$ cat config.mk
export PLATFORM = sky130hd
export DESIGN_NAME = pwm_note_scheduler
export DESIGN_NICKNAME = d
export VERILOG_FILES = /design/src/rtl/piano_pkg.sv /design/src/rtl/key_priority_arb.sv /design/src/rtl/pwm_note_scheduler.sv
export SDC_FILE = /design/constraint.sdc
export NUM_CORES = 1
export LEC_CHECK = 0
export ABC_AREA = 1
export CELL_PAD_IN_SITES_DETAIL_PLACEMENT = 0
export CELL_PAD_IN_SITES_GLOBAL_PLACEMENT = 1
export CORE_UTILIZATION = 35
export CTS_CLUSTER_DIAMETER = 30
export DETAILED_ROUTE_END_ITERATION = 8
export PLACE_DENSITY = 0.61
export SYNTH_ARGS = -nofsm -noshare
export SYNTH_HDL_FRONTEND = slang
export SYNTH_SLANG_ARGS = --single-unit
$ cat constraint.sdc
create_clock -name CP -period 10.35 [get_ports CP]
set_input_delay 2.07 -clock CP [delete_from_list [all_inputs] [get_ports CP]]
set_output_delay 2.07 -clock CP [all_outputs]
set_load 0.005 [all_outputs]
$ cat src/rtl/piano_pkg.sv
// Shared types and constants for the electric piano note path: FSM encoding,
// default tune table and the triangle-wave shaper.
package piano_pkg;

   typedef enum logic [1:0] {
      StIdle    = 2'd0,
      StPlay    = 2'd1,
      StRelease = 2'd2
   } note_state_e;

   localparam int unsigned ENV_MAX      = 15;
   localparam int unsigned TUNE_ENTRIES = 8;

   // C4..C5 phase increments per frame at CP = 50 MHz, Fs = CP/256; entry 0 is last.
   localparam logic [TUNE_ENTRIES-1:0][15:0] TUNE_DEFAULT = {
      16'd176, 16'd166, 16'd148, 16'd132, 16'd117, 16'd111, 16'd99, 16'd88
   };

   // Takes the top 8 phase bits; rising half then mirrored falling half.
   function automatic logic [7:0] tri_wave(input logic [7:0] hi);
      return hi[7] ? ~{hi[6:0], 1'b0} : {hi[6:0], 1'b0};
   endfunction

endpackage

$ cat src/rtl/key_priority_arb.sv
// Combinational key arbiter: highest-index pressed key wins.
module key_priority_arb #(
   parameter int unsigned NKEYS = 8
) (
   input  logic [NKEYS-1:0] keys,
   output logic [2:0]       winner,
   output logic             any
);

   always_comb begin
      winner = '0;
      for (int unsigned i = 0; i < NKEYS; i++) begin
         if (keys[i]) winner = 3'(i);
      end
   end

   assign any = |keys;

endmodule

$ cat src/rtl/pwm_note_scheduler.sv
// Picks one sounding note from the key bank and produces a per-frame duty word
// from a phase accumulator, triangle shaper and attack/release envelope.
module pwm_note_scheduler
   import piano_pkg::*;
#(
   parameter int unsigned NKEYS      = 8,
   parameter int unsigned FRAME_BITS = 8,
   parameter int unsigned PHASE_BITS = 16,
   parameter int unsigned ENV_BITS   = 4
) (
   input  logic                  CP,
   input  logic                  RST,
   input  logic [NKEYS-1:0]      key_in,
   input  logic                  tune_wr_en,
   input  logic [2:0]            tune_wr_addr,
   input  logic [PHASE_BITS-1:0] tune_wr_data,
   output logic [7:0]            musicdata,
   output logic                  frame_tick,
   output logic                  note_valid,
   output logic [2:0]            active_key
);

   logic [FRAME_BITS-1:0]   frame_q;
   logic [PHASE_BITS-1:0]   tune_q [TUNE_ENTRIES];
   note_state_e             state_q, state_d;
   logic [PHASE_BITS-1:0]   phase_q, phase_d, step;
   logic [ENV_BITS-1:0]     env_q, env_d;
   logic [2:0]              key_q, key_d;
   logic [7:0]              music_q, music_d;
   logic [7:0]              tri_v;
   logic [7+ENV_BITS:0]     product;
   logic [TUNE_ENTRIES-1:0] addr_ok;
   logic                    wr_ok;
   logic                    any;
   logic [2:0]              winner;

   key_priority_arb #(
      .NKEYS(NKEYS)
   ) u_arb (
      .keys  (key_in),
      .winner(winner),
      .any   (any)
   );

   assign frame_tick = (frame_q == '1);
   assign note_valid = (state_q != StIdle);
   assign musicdata  = music_q;
   assign active_key = key_q;

   always_comb begin
      for (int unsigned i = 0; i < TUNE_ENTRIES; i++) addr_ok[i] = (i < NKEYS);
   end
   assign wr_ok = tune_wr_en && addr_ok[tune_wr_addr];

   always_ff @(posedge CP) begin
      if (RST) frame_q <= '0;
      else     frame_q <= frame_q + FRAME_BITS'(1);
   end

   always_ff @(posedge CP) begin
      if (RST) begin
         for (int unsigned i = 0; i < TUNE_ENTRIES; i++) begin
            tune_q[i] <= PHASE_BITS'(TUNE_DEFAULT[i]);
         end
      end else if (wr_ok) begin
         tune_q[tune_wr_addr] <= tune_wr_data;
      end
   end

   always_comb begin
      state_d = state_q;
      phase_d = phase_q;
      env_d   = env_q;
      key_d   = key_q;
      music_d = music_q;
      step    = '0;
      tri_v   = tri_wave(phase_q[PHASE_BITS-1 -: 8]);
      product = {{ENV_BITS{1'b0}}, tri_v} * {8'd0, env_q};

      if (frame_tick) begin
         music_d = (state_q == StIdle) ? 8'd0 : 8'(product >> ENV_BITS);

         unique case (state_q)
            StIdle: begin
               if (any) begin
                  state_d = StPlay;
                  key_d   = winner;
                  env_d   = ENV_BITS'(1);
               end
            end
            StPlay: begin
               if (any) begin
                  key_d = winner;
                  if (env_q != ENV_BITS'(ENV_MAX)) env_d = env_q + ENV_BITS'(1);
               end else begin
                  state_d = StRelease;
               end
            end
            StRelease: begin
               if (any) begin
                  state_d = StPlay;
                  key_d   = winner;
                  if (env_q != ENV_BITS'(ENV_MAX)) env_d = env_q + ENV_BITS'(1);
               end else if (env_q <= ENV_BITS'(1)) begin
                  state_d = StIdle;
                  env_d   = '0;
               end else begin
                  env_d = env_q - ENV_BITS'(1);
               end
            end
            default: state_d = StIdle;
         endcase

         // A tune write landing on the tick cycle must already steer this step.
         step    = (wr_ok && tune_wr_addr == key_d) ? tune_wr_data : tune_q[key_d];
         phase_d = (state_q == StIdle || state_d == StIdle) ? '0 : phase_q + step;
      end
   end

   always_ff @(posedge CP) begin
      if (RST) begin
         state_q <= StIdle;
         phase_q <= '0;
         env_q   <= '0;
         key_q   <= '0;
         music_q <= '0;
      end else begin
         state_q <= state_d;
         phase_q <= phase_d;
         env_q   <= env_d;
         key_q   <= key_d;
         music_q <= music_d;
      end
   end

endmodule

==> flow_metrics.py <==
metrics = {
    "status": {
        "outcome": "complete, no violations",
    },
    "global_route": {
        "grt_antenna_before_repair": 0,
        "first_global_vias": 7420,
        "grt-ovfl-total": 0,
        "grt_max_degree": 68,
        "grt_pass1_wl_um": 41430,
        "grt_use_total_pct": 19.63,
    },
    "final_layout": {
        "area_growth_pct": 13.48,
        "final_nets": 1213,
        "final_cell_mix": "nand2_1, nor2_1, edfxtp_1",
        "final_common_cell": "nand2_1",
        "layout-drive-gt1-share_pct": 7.080,
        "final_cells": 1479,
        "post-route-cell-area_um2": 10790,
        "diodes": 0,
    },
    "timing": {
        "whs_ns": 0.4562,
        "hold_violations": 0,
        "skew_ns": 0.01355,
        "slew_headroom_pct": 32.07,
        "tightest_slew_ns": 1.017,
        "setup_ws_ns": 3.536,
        "rsz0062_at_grt": "no",
        "min_period_over_period_pct": 65.83,
        "fmax_mhz": 146.8,
        "setup_tns_ns": 0,
        "slew_viol_final": 0,
        "period_needed_ns": 6.814,
        "setup_viol": 0,
    },
    "placed_design": {
        "port_buffers": 42,
        "place_ws_ns": 3.112,
        "gp_congestion": 0.8073,
        "dpl.hpwl_um": 17300,
        "post-place-cells": 1447,
        "place_area_um2": 10180,
    },
    "cts": {
        "ctsResizeCount": 0,
        "clk_latency_ns": 0.43,
        "clockBufferDepth": 2,
        "cts.htree.levels": 4,
        "cts.clk_slew.worst_paths_ns": 0.08,
        "cts_root_buf": "clkbuf_16",
        "cts_buffers": 17,
        "cts_sinks": 169,
        "cts_tree": "built",
        "postCtsSetupBuffers": 0,
        "hold_buffers": 0,
    },
    "route": {
        "vias_per_cell": 5.019,
        "antenna_left": 0,
        "num_vias": 7423,
        "drt_iter0_drc": 351,
        "routedWlPerCell_um": 17.79,
        "drc": 0,
        "first_pass_iters": 5,
        "wl_um": 26310,
    },
    "worst_setup_path": {
        "worstPathMaxFanout": 48,
        "cpMaxStageDelayCell": "nand3_1",
        "max_stage_delay_ns": 0.55,
        "cp_data_required_time_ns": 10.65,
        "cp_data_arrival_time_ns": 7.11,
        "cp_common_cell": "nand2_1",
        "crit_path_start_kind": "input port",
        "setup.worst_path.class": "in2reg",
        "cpLargestDelayFamily": "simple AND/OR/NAND/NOR gates",
        "cp.buffers_inverters": 3,
        "critPathCaptureType": "flop",
    },
    "power_and_ir_drop": {
        "power.leakage_nw": 4.421,
        "powerDensity_nw_per_um2": 147.8,
        "max-vdd-ir-drop_mv": 0.08675,
    },
    "yosys": {
        "synth_area_per_cell_um2": 8.593,
        "ys_seq_area_share_pct": 49.08,
        "syn_area_um2": 9504,
        "postSynthRegisterBits": 169,
        "synth_nets": 1188,
        "syn_inst": 1106,
        "yosys_warnings": 0,
        "yosysUniqueCellTypes": 48,
    },
    "run": {
        "cap_violations": 0,
    },
    "die": {
        "core_area_um2": 26350,
        "io_pins": 43,
        "die-area_um2": 27820,
        "rows": 59,
        "dieHeight_um": 166.8,
        "initial_utilization_pct": 36.06,
        "die_w_um": 166.8,
    },
    "hold_path": {
        "hp-class": "reg2reg",
    },
}
registers in the layout (all words and copies together) (netlist names):
signal      cells
active_key      3
env_q           4
frame_q         8
musicdata       8
phase_q        16
state_q         2
tune_q        128
Yosys cell counts, drive strengths merged:
| master | count | area [um2] |
|---|---|---|
| nand2 | 268 | 1049 |
| nor2 | 156 | 621.8 |
| edfxtp | 128 | 3844 |
| inv | 125 | 471.7 |
| nand3 | 86 | 440.4 |
| a21oi | 71 | 355.3 |
| o21ai | 51 | 266.5 |
| dfxtp | 41 | 820.8 |
| ha | 40 | 500.5 |
| clkbuf | 25 | 93.84 |
| buf | 20 | 133.9 |
| o211ai | 15 | 132.6 |
| a32o | 14 | 140.1 |
| or2 | 13 | 81.33 |
| fa | 12 | 240.2 |
| o221ai | 5 | 43.79 |
| a21o | 4 | 30.03 |
| nand4 | 4 | 25.02 |
| xor2 | 4 | 35.03 |
| a21boi | 3 | 22.52 |
| clkinv | 3 | 12.51 |
| nor3 | 3 | 20.02 |
| xnor2 | 3 | 26.28 |
| a31oi | 2 | 12.51 |
| o2111ai | 2 | 17.52 |
| o21bai | 2 | 15.01 |
| a211oi | 1 | 7.510 |
| a221oi | 1 | 8.760 |
| nand3b | 1 | 7.510 |
| nor4 | 1 | 12.51 |
| o22ai | 1 | 6.260 |
| o311a | 1 | 10.01 |
metrics by stage:
stage                     utilization, %  power (mW)
after detailed placement           38.64      0.9554
after global placement             38.64      0.9554
after global routing               40.92       1.651
final                              40.92       1.594
after CTS                          40.92       1.610
after floorplan                        -      0.8952
logic make-up (layout without fill, tap and decap cells):
family / Yosys count / after routing / share of synthesized area (%)
AND/OR/NAND/NOR: 532 / 532 / 23.75
AO/OA/AOI/OAI: 173 / 173 / 11.24
buffers and inverters: 173 / 211 / 7.491
flip-flops: 169 / 169 / 49.08
adder cells (fa/ha/maj): 52 / 52 / 7.794
XOR/XNOR: 7 / 7 / 0.6451
per-layer routing:
| metal | part of all wire [%] | vias up | track usage, % | wire length, um |
|---|---|---|---|---|
| li1 | - | 3729 | - | - |
| met1 | 44 | 3535 | 23.97 | 11590 |
| met2 | 51 | 129 | 35.48 | 13390 |
| met3 | 3.0 | 30 | 2.947 | 779 |
| met4 | 2.1 | 0 | 5.958 | 550 |
| met5 | 0 | - | 0 | 0 |
report_power, final:
part           internal, mW  switching, mW
clock                 0.329          0.327
sequential            0.761        0.00832
combinational        0.0537          0.115
cell type report:
class / instances / area, um2
fill: 2702 / 15570
multi-input combinational: 764 / 4128
inverter: 128 / 484.2
clock buffer: 18 / 429.2
tap: 335 / 419.2
timing repair buffer: 51 / 488.0
clock inverter: 14 / 172.7
sequential: 169 / 4664
final timing paths:
check             start           to  slack, ns  cells past startpoint
max           key_in[7]  phase_q[12]       3.54                     27
min          frame_q[0]   frame_q[0]       0.46                      1
max reg2reg  state_q[0]  phase_q[12]       5.22                     25
min reg2reg  frame_q[0]   frame_q[0]       0.46                      1
Power figures use the tool's default switching activity.
